`config.mk`:
```
export PLATFORM = sky130hd
export DESIGN_NAME = tpg_frame_scheduler
export DESIGN_NICKNAME = d
export VERILOG_FILES = /design/src/rtl/tpg_frame_scheduler.sv
export SDC_FILE = /design/constraint.sdc
export NUM_CORES = 1
export LEC_CHECK = 0
export ABC_CLOCK_PERIOD_IN_PS = 3600
export CELL_PAD_IN_SITES_DETAIL_PLACEMENT = 0
export CELL_PAD_IN_SITES_GLOBAL_PLACEMENT = 1
export CORE_ASPECT_RATIO = 0.9
export CORE_UTILIZATION = 35
export CTS_BUF_LIST = sky130_fd_sc_hd__clkbuf_8 sky130_fd_sc_hd__clkbuf_16
export CTS_CLUSTER_SIZE = 25
export DETAILED_ROUTE_END_ITERATION = 7
export PLACE_DENSITY_LB_ADDON = 0.05
export SLEW_MARGIN = 25
export SYNTH_ARGS = -nofsm -noshare
export SYNTH_HDL_FRONTEND = slang
export SYNTH_SLANG_ARGS = --single-unit
```
`constraint.sdc`:
```
create_clock -name clk -period 3.6 [get_ports clk]
set_clock_uncertainty 0.05 [all_clocks]
set_input_delay 0.36 -clock clk [delete_from_list [all_inputs] [get_ports clk]]
set_output_delay 0.36 -clock clk [all_outputs]
set_load 0.1 [all_outputs]
```
`src/rtl/tpg_frame_scheduler.sv`:
```
// tpg_frame_scheduler: sequencing controller for the test pattern generator.
//   Emits the (x, y) pixel-coordinate beat stream with AXI4-Stream video
//   sideband (valid, start-of-frame, end-of-line). It also picks the colour
//   pattern for each frame by rotating through the enabled set, and schedules
//   runs of N frames (or continuous output) with an idle gap between frames.
//   Latency: one cycle from i_enable to the first valid beat. Outputs are
//   registered, or decoded directly from registered state.
//   Backpressure: while o_valid & !m_ready, beat fields hold. o_valid never
//   drops inside a frame.
//
// Ports:
//   clk, resetn            clock, synchronous active-low reset
//   i_enable               run request (level)
//   i_num_frames           frames per run (0 = continuous), latched at run start
//   i_pattern_mask         enabled patterns, sampled at every frame start
//   m_ready                downstream ready
//   o_valid/o_x/o_y        beat valid and pixel coordinates
//   o_start/o_last         start-of-frame (0,0) / end-of-line (x = H_ACTIVE-1)
//   o_pattern              pattern index for the current frame
//   o_busy                 high in ACTIVE and GAP
//   o_frame_done           one-cycle pulse after the last beat of a frame
//   o_run_done             one-cycle pulse when a finite run completes
//   o_frame_cnt            frames completed in the current run
//   o_stall_cnt            only with TPG_SCHED_STALL_CNT_EN defined: saturating
//                          count of o_valid & !m_ready cycles in the current run
module tpg_frame_scheduler #(
  parameter int H_ACTIVE   = 1280,
  parameter int V_ACTIVE   = 720,
  parameter int GAP_CYCLES = 16,
  parameter int NUM_PAT    = 4,
  localparam int XW    = (H_ACTIVE > 1) ? $clog2(H_ACTIVE) : 1,
  localparam int YW    = (V_ACTIVE > 1) ? $clog2(V_ACTIVE) : 1,
  localparam int PAT_W = (NUM_PAT > 1) ? $clog2(NUM_PAT) : 1
) (
  input  logic               clk,
  input  logic               resetn,
  input  logic               i_enable,
  input  logic [15:0]        i_num_frames,
  input  logic [NUM_PAT-1:0] i_pattern_mask,
  input  logic               m_ready,
  output logic               o_valid,
  output logic [XW-1:0]      o_x,
  output logic [YW-1:0]      o_y,
  output logic               o_start,
  output logic               o_last,
  output logic [PAT_W-1:0]   o_pattern,
  output logic               o_busy,
  output logic               o_frame_done,
  output logic               o_run_done,
  output logic [15:0]        o_frame_cnt
`ifdef TPG_SCHED_STALL_CNT_EN
  ,
  output logic [31:0]        o_stall_cnt
`endif
);

  localparam int GW       = (GAP_CYCLES > 0) ? $clog2(GAP_CYCLES + 1) : 1;
  localparam int GAP_LOAD = (GAP_CYCLES > 0) ? GAP_CYCLES - 1 : 0;

  typedef enum logic [1:0] {
    S_IDLE,
    S_ACTIVE,
    S_GAP
  } state_t;

  state_t             state;
  logic [15:0]        num_lat;
  logic [GW-1:0]      gap_cnt;
  // Search origin for the next pattern. Separate from o_pattern because
  // o_pattern resets to 0, but the first frame after reset must search from
  // NUM_PAT-1 so that it lands on the lowest enabled pattern.
  logic [PAT_W-1:0]   pat_base;
  logic [PAT_W-1:0]   sel_pat;
  logic [15:0]        frame_cnt_nxt;
  logic               x_end;
  logic               y_end;
  logic               run_end;
  logic               xfer;

  // Next set mask bit strictly after cur, wrapping. When i == NUM_PAT the
  // search lands back on cur itself, which covers the single-bit case. An
  // empty mask selects 0.
  function automatic logic [PAT_W-1:0] next_pat(input logic [PAT_W-1:0] cur,
                                               input logic [NUM_PAT-1:0] mask);
    logic [PAT_W-1:0] res;
    logic             found;
    int               idx;
    res   = '0;
    found = 1'b0;
    for (int i = 1; i <= NUM_PAT; i++) begin
      idx = (int'(cur) + i) % NUM_PAT;
      if (!found && mask[idx]) begin
        res   = PAT_W'(idx);
        found = 1'b1;
      end
    end
    return res;
  endfunction

  assign sel_pat       = next_pat(pat_base, i_pattern_mask);
  assign x_end         = (o_x == XW'(H_ACTIVE - 1));
  assign y_end         = (o_y == YW'(V_ACTIVE - 1));
  assign xfer          = o_valid && m_ready;
  assign frame_cnt_nxt = o_frame_cnt + 16'd1;
  assign run_end       = (num_lat != 16'd0) && (frame_cnt_nxt == num_lat);

  // Sideband is decoded from registered coordinates, so it holds across stalls.
  assign o_start = o_valid && (o_x == '0) && (o_y == '0);
  assign o_last  = o_valid && x_end;
  assign o_busy  = (state != S_IDLE);

  always_ff @(posedge clk) begin
    if (!resetn) begin
      state        <= S_IDLE;
      o_valid      <= 1'b0;
      o_x          <= '0;
      o_y          <= '0;
      o_pattern    <= '0;
      pat_base     <= PAT_W'(NUM_PAT - 1);
      o_frame_done <= 1'b0;
      o_run_done   <= 1'b0;
      o_frame_cnt  <= '0;
      num_lat      <= '0;
      gap_cnt      <= '0;
    end else begin
      o_frame_done <= 1'b0;
      o_run_done   <= 1'b0;
      case (state)
        S_IDLE: begin
          if (i_enable) begin
            state       <= S_ACTIVE;
            o_valid     <= 1'b1;
            o_x         <= '0;
            o_y         <= '0;
            num_lat     <= i_num_frames;
            o_frame_cnt <= '0;
            o_pattern   <= sel_pat;
            pat_base    <= sel_pat;
          end
        end
        S_ACTIVE: begin
          if (xfer) begin
            if (x_end) begin
              o_x <= '0;
              if (y_end) begin
                o_y          <= '0;
                o_frame_done <= 1'b1;
                o_frame_cnt  <= frame_cnt_nxt;
                if (run_end) begin
                  state      <= S_IDLE;
                  o_valid    <= 1'b0;
                  o_run_done <= 1'b1;
                end else if (!i_enable) begin
                  state   <= S_IDLE;
                  o_valid <= 1'b0;
                end else if (GAP_CYCLES > 0) begin
                  state   <= S_GAP;
                  o_valid <= 1'b0;
                  gap_cnt <= GW'(GAP_LOAD);
                end else begin
                  // Back-to-back: valid stays high, next frame starts now.
                  o_pattern <= sel_pat;
                  pat_base  <= sel_pat;
                end
              end else begin
                o_y <= o_y + YW'(1);
              end
            end else begin
              o_x <= o_x + XW'(1);
            end
          end
        end
        S_GAP: begin
          // gap_cnt is loaded with GAP_CYCLES-1, so the decrement cycles plus
          // this exit cycle give exactly GAP_CYCLES cycles with valid low.
          if (gap_cnt == '0) begin
            if (i_enable) begin
              state     <= S_ACTIVE;
              o_valid   <= 1'b1;
              o_pattern <= sel_pat;
              pat_base  <= sel_pat;
            end else begin
              state <= S_IDLE;
            end
          end else begin
            gap_cnt <= gap_cnt - GW'(1);
          end
        end
        default: begin
          state   <= S_IDLE;
          o_valid <= 1'b0;
        end
      endcase
    end
  end

`ifdef TPG_SCHED_STALL_CNT_EN
  always_ff @(posedge clk) begin
    if (!resetn) begin
      o_stall_cnt <= '0;
    end else if (state == S_IDLE) begin
      if (i_enable) o_stall_cnt <= '0;
    end else if (o_valid && !m_ready && (o_stall_cnt != '1)) begin
      o_stall_cnt <= o_stall_cnt + 32'd1;
    end
  end
`endif

endmodule

```
# Yosys cells after proc, flatten, opt, wreduce, memory -nomap -nowiden
# Cells that the tools add are included.
[word_totals]
ff_bits = 67
output_inout_bits = 45
[classes]
n_addsub = 8
magnitude_cmp = 4
eq_ne = 13
mux = 63
n_bitwise = 4
reduce_logical = 34
[ops]
columns = ["operator", "count"]
rows = [
  ["16-bit two-way mux", 4],
  ["10-bit two-way mux", 4],
  ["11-bit two-way mux", 3],
  ["16-bit one-hot mux with 2 select lines", 1],
  ["2-bit two-way mux", 15],
  ["5-bit two-way mux", 6],
  ["11-bit one-hot mux with 2 select lines", 1],
  ["10-bit one-hot mux with 2 select lines", 1],
  ["1-bit two-way mux", 19],
  ["16-bit by 1-bit adder with 16-bit output (second input constant)", 1],
  ["16-bit == test", 1],
  ["3-bit by 4-bit less-than comparator with 1-bit output (second input constant)", 4],
  ["2-bit != test (second input constant)", 8],
  ["16-bit nonzero test", 1],
  ["5-bit AND reduction", 3],
  ["4-bit AND reduction", 3],
  ["11-bit by 1-bit adder with 11-bit output (second input constant)", 1],
  ["11-bit == test (second input constant)", 1],
  ["11-bit zero test", 1],
  ["10-bit by 1-bit adder with 10-bit output (second input constant)", 1],
  ["10-bit == test (second input constant)", 1],
  ["10-bit zero test", 1],
  ["5-bit one-hot mux with 2 select lines", 1],
  ["1-bit binary-select mux with 2-bit select", 4],
  ["18 further kinds", 40],
]

# Depth between registers and ports, before layout
# Gate-level depths: netlist of the first run.
[logic_depth]
ltp_word = 19
ltp_mapped = 9

# Worst setup path after synthesis of the first run
# OpenSTA, ideal clock, no wires.
[synth_path]
kind = "flip-flop to flip-flop"
startpoint = "register o_frame_cnt[0]"
endpoint = "register gap_cnt[0]"
setup_ps = 133
t_arrival_ps = 2830
t_required_ps = 3417
path_slack_ps = 587
stages_incl_launch_ff = 10
synth_period_minus_slack_ps = 3013
path_cell_list = "dfxtp_1 -> ha_1 -> and3_1 -> clkbuf_1 -> xnor2_1 -> a2111oi_0 -> o221a_1 -> nand4_1 -> nand3_1 -> a311oi_1"
[synth_via]
elab_chain_cells = 5
[synth_lines]
columns = ["element", "line_no", "source"]
rows = [
  ["start: declaration", "50", "output logic [15:0] o_frame_cnt"],
  ["start signal: assignment", "148", "o_frame_cnt <= frame_cnt_nxt;"],
  ["16-bit by 1-bit adder with 16-bit output", "104", "assign frame_cnt_nxt = o_frame_cnt + 16'd1;"],
  ["16-bit == test", "105", "assign run_end = (num_lat != 16'd0) && (frame_cnt_nxt == num_lat);"],
  ["1-bit logical AND", "105", ""],
  ["2-bit != test (no line)", "-", ""],
  ["7-bit AND reduction (no line)", "-", ""],
  ["end signal: assignment", "159", "gap_cnt <= GW'(GAP_LOAD);"],
  ["end signal: assignment", "186", "gap_cnt <= gap_cnt - GW'(1);"],
  ["end: declaration", "68", "logic [GW-1:0] gap_cnt;"],
]
# No other way between the ends.
# A chain may end at the register's enable or synchronous reset.

# Final worst setup path of the first run
[layout_path]
startpoint = "register o_frame_cnt[3]"
endpoint = "register gap_cnt[0]"
# Same word-level chain as after synthesis.

==> results of run 1 <==
final cells by class:
cell class | count | area [um^2] | share of cell area, %
tap | 129 | 161.4 | 3.299
multi-input combinational | 386 | 2285 | 46.70
clock inverter | 6 | 81.33 | 1.662
sequential | 67 | 1341 | 27.42
inverter | 13 | 48.80 | 0.9974
clock buffer | 10 | 239.0 | 4.885
timing repair buffer | 76 | 735.7 | 15.04
layout by cell type, fill, tap and decap left out, types with 3 or more instances in the layout:
| cell type | instances |
|---|---|
| a2111oi_0 | 5 |
| nand3_1 | 18 |
| nand2_1 | 77 |
| or3_1 | 7 |
| nor2_1 | 36 |
| clkdlybuf4s50_1 | 66 |
| buf_4 | 10 |
| nand2b_1 | 4 |
| xor2_1 | 13 |
| a22o_1 | 3 |
| a21oi_1 | 39 |
| a31oi_1 | 6 |
| dfxtp_1 | 67 |
| ha_1 | 7 |
| o21ai_1 | 9 |
| and3_1 | 14 |
| nor2b_1 | 6 |
| nor4_1 | 16 |
| nand4b_1 | 5 |
| o211ai_1 | 4 |
| and2_1 | 4 |
| inv_1 | 15 |
| xnor2_1 | 24 |
| nand4_1 | 11 |
| clkbuf_16 | 9 |
| and4_1 | 3 |
| o21ai_0 | 23 |
| nor3_1 | 13 |
registers in the layout (all words and copies together), names as in the netlist:
| name | cells |
|---|---|
| gap_cnt | 5 |
| num_lat | 16 |
| o_frame_cnt | 16 |
| o_frame_done | 1 |
| o_pattern | 2 |
| o_run_done | 1 |
| o_valid | 1 |
| o_x | 11 |
| o_y | 10 |
| pat_base | 2 |
| state | 2 |
power groups by stage:
stage | clock network, mW | registers, mW | logic, mW
3_3_place_gp | 0 | 0.813 | 0.297
2_1_floorplan | 0 | 0.836 | 0.173
5_1_grt | 1.00 | 0.801 | 0.330
3_5_place_dp | 0 | 0.813 | 0.299
6_report | 0.947 | 0.797 | 0.300
4_1_cts | 0.974 | 0.797 | 0.300
worst max path at each step:
| stage | endpoint | slack (ns) | cells after the start |
|---|---|---|---|
| 2_1_floorplan | gap_cnt[0]$_SDFFE_PN0P_ | 0.59 | 9 |
| 3_3_place_gp | o_frame_cnt[10]$_SDFFE_PN0P_ | 0.58 | 8 |
| 3_5_place_dp | o_frame_cnt[10]$_SDFFE_PN0P_ | 0.54 | 8 |
| 4_1_cts | gap_cnt[0]$_SDFFE_PN0P_ | 0.69 | 8 |
| 5_1_grt | o_run_done$_SDFF_PN0_ | 0.44 | 7 |
| 6_report | gap_cnt[0]$_SDFFE_PN0P_ | 0.72 | 7 |
through the flow:
stage	instance area [um^2]	util (%)	hold WS [ns]
final	4892	47.34	0.4082
after global routing	4892	47.34	0.4525
after CTS	4892	47.34	0.4157
after detailed placement	4572	44.24	0.4048
after global placement	4572	44.24	0.4038
after floorplan	3765	-	0.4107
per-layer routing:
layer / vias up / part of all wire (%) / track usage [%]
met3: 6 / 4.5 / 4.408
met2: 79 / 43 / 32.50
met5: - / 0 / 0
met4: 0 / 0.88 / 6.237
li1: 1897 / - / -
met1: 1784 / 52 / 30.30
kinds of logic after synthesis:
kind of cell	count (synthesis)	synth area share, %
XOR/XNOR	37	8.607
AND/OR/NAND/NOR	228	30.77
adder cells (fa/ha/maj)	7	2.326
AO/OA/AOI/OAI	112	18.45
buffers and inverters	34	3.689
multiplexers	2	0.5318
flip-flops	67	35.63
critical path, cell delays in order (launching register included):
cell and delay, ns:
dfxtp_1 0.55, nand4_2 0.35, nor4_1 0.63, xnor2_1 0.15, a2111oi_0 0.38, nand4_1 0.30
nand3_1 0.23, a311oi_1 0.11
==> run summary, run 1 <==
The flow ran to the end, but the final reports show violations. The final reports fail on DRC. The critical path is of the flop to flop type. The tools report the global route total overflow as 0.

Number of max-slew violations in the final report: 0. From left edge to right edge, the die measures 111.3 um. The site row count is 35.

The largest net degree at the start of global routing is 20. Yosys mapped a number of flops with a built-in enable equal to 0. Sorting the synthesized cells by how often they occur yields nand2_1 (77), dfxtp_1 (67), a21oi_1 (39). Buffers added to address setup during post-CTS repair amount to 0. The total of warnings raised by yosys was 0. The internal power contribution is 1.496 mW. Summed over all instances, the cell type with the most area after synthesis is dfxtp_1. The total standard cell area after synthesis was 0.003765 mm^2. After synthesis, the largest area contributor takes up 35.63% of total cell area. The floorplan step defined a die boundary enclosing 0.01118 mm^2. Total negative slack: 0 ns. The routability congestion estimate from global placement was 0.8935. The logs give 14.7% for the part of the power in combinational logic and 2 for the maximum number of buffers from clock root to sink. The number of placed instances, taps included, is 671. The average cell area after synthesis came out at 7.731 um^2. The kind of end point of the critical path is a flop. Measured against its own limit, the worst slew margin works out to 32.45%. For this configuration, the core starts out at a cell density of 36.43%. The logs give 0.3352 mV for the peak supply drop and 687 for the non-filler instance count after layout. The data required time of the worst path was 3.75 ns; the remaining antenna violation count was 0. The total vias in the final route came out at 3,766. The total net switching power came out at 0.5482 mW. The maximum fanout along the worst path works out to 10. The class of the tightest hold or removal check is flop to flop. The number of clock sinks came out at 67. In this run the critical register-to-register path is captured at gap_cnt[0]$_SDFFE_PN0P_. The power density of the placed cells came out at 417.8 mW/mm^2.

The core area was 0.01033 mm^2; the first-pass detailed-route iteration total was 6. The depth of the CTS H-tree was 3. Clock-pin slew was measured on the worst setup and hold paths at 0.05 ns. The post-route netlist has 5.556% of its cells at a drive strength greater than 1. TritonCTS built the clock tree. The clock network is responsible for 46.3% of the overall power. The number of cells on the worst reg-to-reg path is 7.

Pre-CTS setup slack: 0.5353 ns. The routed length per placed instance is 16.60 um. At the later pin of the worst-skew pair, clock insertion delay measures 0.33 ns. In this run, post-CTS hold repair placed 0 buffers. Static leakage power: 1.747 nW.

The worst hold path was traced through 2 stages. For the estimated wirelength of the detail-placed design, the log shows 8.482 mm. The run gives 0 as the initial antenna violation count.

In this run the critical register-to-register path is launched from o_frame_cnt[3]$_SDFFE_PN0P_. The unique cell type count in the Yosys netlist is 56, and the iteration-0 DRC count of the detailed router is 196. The share of the clock period used by the worst path was 79.90%. The number of gates resized after CTS was 0. The setup check on the worst reg-to-reg path leaves a slack of 0.72 ns. Count of inserted antenna diode cells: 0.

The run gives 0 as the number of failing setup endpoints in the final timing report. The total chip power was 2.044 mW. Counting the buffers created by CTS gives 9.

Setup slack on the critical path of the routed design comes to 0.7236 ns. The tools report the top-level port count as 69. The critical path launch point is o_frame_cnt[3]$_SDFFE_PN0P_. Based on the critical path, the design can be clocked at up to 347.7 MHz.

The first global-routing pass estimated 18.59 mm of wire. The via density per instance works out to 5.482. The critical path startpoint category was a flop. For hold timing, the worst endpoint is o_pattern[1]$_SDFFE_PN0P_. The most common cell in the netlist is nand2_1. In the synthesized netlist the async set-or-reset flop fraction comes to 0%. The final layout contains 584 nets.

The DRC violation count after routing was 8; the chip height was 100.4 um. The switching share of power was 26.82%. For this run, the leading register cell type out of synthesis is dfxtp_1. The number of register bits inferred by synthesis is 67.

The count of buffers added on input and output ports is 68. The run gives 487 as the count of mapped cells out of synthesis. The via count of the first global-routing pass is 3,549, and the post-synthesis to final-layout area growth is 29.94%. Setup repair after global routing left no endpoint under its margin.

The startpoint of the worst hold path is o_pattern[1]$_SDFFE_PN0P_. The sequential power share was 39.0%. Summing the sequential cell areas from Yosys gives 35.63% of the chip area. Buffer type at the clock tree root: clkbuf_16. The tools report the number of endpoints with negative hold slack in the final report as 0. Post-layout minimum cycle time: 2.876 ns.

Yosys attributes the largest share of cell area to dfxtp_1 (36%), nand2_1 (7.7%), xnor2_1 (5.6%). For the pin with the worst max-slew slack, the measured transition is 1.010 ns. The data arrival time of the critical path was 3.03 ns; the layout filler cell count was 1,076. Number of nets in the synthesized netlist: 518. The final wirelength was 11.40 mm. For the global-route usage over all layers, the log shows 21.34%. The number of max-cap violations was 0.
Power figures use the tool's default switching activity.
==> inputs of run 2 (changes only) <==
Settings changed: ABC_CLOCK_PERIOD_IN_PS 3600 to 2900.
Clock period 3.6 ns to 2.9 ns, I/O delays scaled along.
==> run 2 against run 1 <==
The run still ends with DRC left. Power up 21%. Sequential cell count unchanged. Via count increased by 1.3%. Hold slack better by 0.0047 ns. Sequential share of layout area is 0.19 points higher. Combinational power grew 29%. Register-to-register slack got worse by 0.54 ns. Maximum frequency up 6.0%. Critical path type unchanged. Critical endpoint is now gap_cnt[1]$_SDFFE_PN0P_. Largest power group unchanged.
==> run summary, run 2 (synthesis results as in run 1) <==
Once the clock tree was built, the resizer swapped 0 gates to a different size. The first-pass detailed-route iteration total was 6; the maximum fanout along the worst path was 10. The via count of the first global-routing pass came out at 3,563. The detail route stage leaves a number of antenna-violating nets equal to 0.

Headroom to the max-slew limit came out at 59.82%. Fill cells in the final layout number 1,032. The logs give 0 for the number of max-slew violations in the final report and 11.69 mm for the final wirelength. The logs give 6.118 mm for the routed length on met1 and 0.004599 mm^2 for the placement-stage cell area. Setup violations remaining at the end of the flow were counted as 0. The final reports fail on DRC. The number of antenna diodes in the final layout is 0. The number of buffer and inverter stages on the critical path is 1, and the clock input transition at the sequential cells of the worst setup and hold paths is 0.06 ns. Worst-path cell with the longest stage delay: dfxtp_2. Kind of critical path: flop to flop. Of the cells placed in the final design, the portion with a size suffix greater than 1 is 18.29%.

The class of the tightest hold or removal check is flop to flop. The count of buffers added on input and output ports is 68. The final cell area excluding filler cells came out at 0.004913 mm^2. The buffer type at the clock tree root is clkbuf_16. Global routing used 21.90% of the available tracks across all layers. VDD sags by at most 0.2725 mV. The site row count came out at 35. The run gives 8.856 mm as the estimated wirelength of the detail-placed design. The critical path startpoint category is a flop. The data required time of the worst path was 3.06 ns.

After detailed routing, the average wire length per cell comes to 16.63 um. The chip height came out at 100.4 um. The tools report the data arrival time of the critical path as 2.87 ns.

The critical path's top delay family was simple AND/OR/NAND/NOR gates. The floorplan die area was 0.01118 mm^2. Summed over all cells, the static leakage comes to 1.906 nW. TritonCTS created 9 clock buffers. The buffer count from post-CTS setup fixing is 0, and the post-synthesis to final-layout area growth is 30.51%. After routing, the total negative slack on setup checks comes to 0 ns.

Setup repair after global routing left no endpoint under its margin. In this run, the number of DRC markers left after iteration 0 of detailed routing was 173. Derived from the worst setup path, the maximum achievable clock frequency is 368.4 MHz. The power density of the placed cells is 501.9 mW/mm^2.

The longest clock path from root to sink contains 2 buffers. The total vias in the final route is 3,815, and the total chip power is 2.466 mW. Number of buffers inserted by hold repair at cts: 0. The worst path uses 93.61% of the clock period. The top-level port count was 69. The number of nets in the finished design was 600; the core area was 0.01033 mm^2. The detailed router used layers up to and including met4. The initial antenna violation count was 0; the post-layout minimum cycle time was 2.715 ns. The routability congestion estimate from global placement was 0.9128; the DRC violation count after routing was 10. The number of endpoints with negative hold slack in the final report is 0. The logs give 3 for the depth of the CTS H-tree and 18.98 mm for the first-pass GRT wire length. The worst setup path is captured at a flop. Once the floorplan was initialized, standard cells occupied 36.43% of the core. The later pin in the worst-skew pair is clocked with a latency of 0.33 ns. For this run, the slowest stage of the critical path takes 0.45 ns. In the detailed route, the total length drawn on met3 is 694 um. TritonCTS built the clock tree. The die is 111.3 um wide. CTS saw 67 sinks.

The flow ran to the end, but the final reports show violations. The library cell used most frequently in the layout, excluding fill and tap cells, is nand2_1. The library cells used most frequently in the layout, excluding fill and tap cells, are nand2_1 (77), buf_4 (69), dfxtp_1 (55).

The tools report the largest net degree at the start of global routing as 30. The via density per instance came out at 5.427. The critical path goes through nand4_2, nor4_1, buf_4, xnor2_1, a2111oi_0, nand4_1, nand3_1, a31oi_1. For the pin with the worst max-slew slack, the measured transition is 0.5972 ns.

Detailed routing placed a total of 4.747 mm of wire on met2. In the final layout, the registers with the most flip-flops are num_lat (16), o_frame_cnt (16), o_x (11). The number of max-cap violations is 0, and the global route total overflow is 0.
## run 2: cell count changes in the layout (fill, tap and decap cells not counted), moves of 2 or more
cell | before | now
clkdlybuf4s50_1 | 66 | 23
buf_4 | 10 | 69
clkinvlp_4 | 0 | 2
dfxtp_1 | 67 | 55
dfxtp_2 | 0 | 12
## run 2: worst register-to-register path, stage by stage, from the launching register on
cell	delay [ns]
dfxtp_2	0.45
nand4_2	0.29
nor4_1	0.42
buf_4	0.20
xnor2_1	0.11
a2111oi_0	0.45
nand4_1	0.29
nand3_1	0.22
a31oi_1	0.11
## run 2: path summary, 6_finish.rpt
kind                                from                         to  slack (ns)  cells after the start
max          o_frame_cnt[3]$_SDFFE_PN0P_    gap_cnt[1]$_SDFFE_PN0P_        0.19                      8
min            o_pattern[1]$_SDFFE_PN0P_  o_pattern[1]$_SDFFE_PN0P_        0.41                      2
max reg2reg  o_frame_cnt[3]$_SDFFE_PN0P_    gap_cnt[1]$_SDFFE_PN0P_        0.19                      8
min reg2reg    o_pattern[1]$_SDFFE_PN0P_  o_pattern[1]$_SDFFE_PN0P_        0.41                      2
## run 2: routing by layer
layer	up-vias	track usage [%]
li1	1926	-
met1	1768	32.58
met2	110	31.15
met3	11	5.012
met4	0	6.237
met5	-	0
## run 2: cell type report
class,count,area (um^2),share of cell area (%)
clock inverters,6,57.56,1.171
repair buffers,92,748.2,15.23
multi-input cells,386,2302,46.86
inverters,13,48.80,0.9931
flip-flops and latches,67,1356,27.60
clock buffers,10,239.0,4.864
well taps,129,161.4,3.285
## run 2: through the flow
stage                     cells  util [%]  setup slack [ns]  hold WS [ns]
final                       703     47.54            0.1854        0.4129
after global routing        703     47.54           0.02639        0.4480
after CTS                   703     47.37            0.1154        0.4177
after detailed placement    687     44.50            0.1323        0.4076
after global placement      687     44.50            0.1928        0.3976
after floorplan             487         -          0.005657        0.3760
## run 2: power by group
group	internal [mW]	total [mW]	switching [mW]
sequential	0.952	0.989	0.0371
clock	0.681	1.09	0.410
combinational	0.145	0.386	0.241
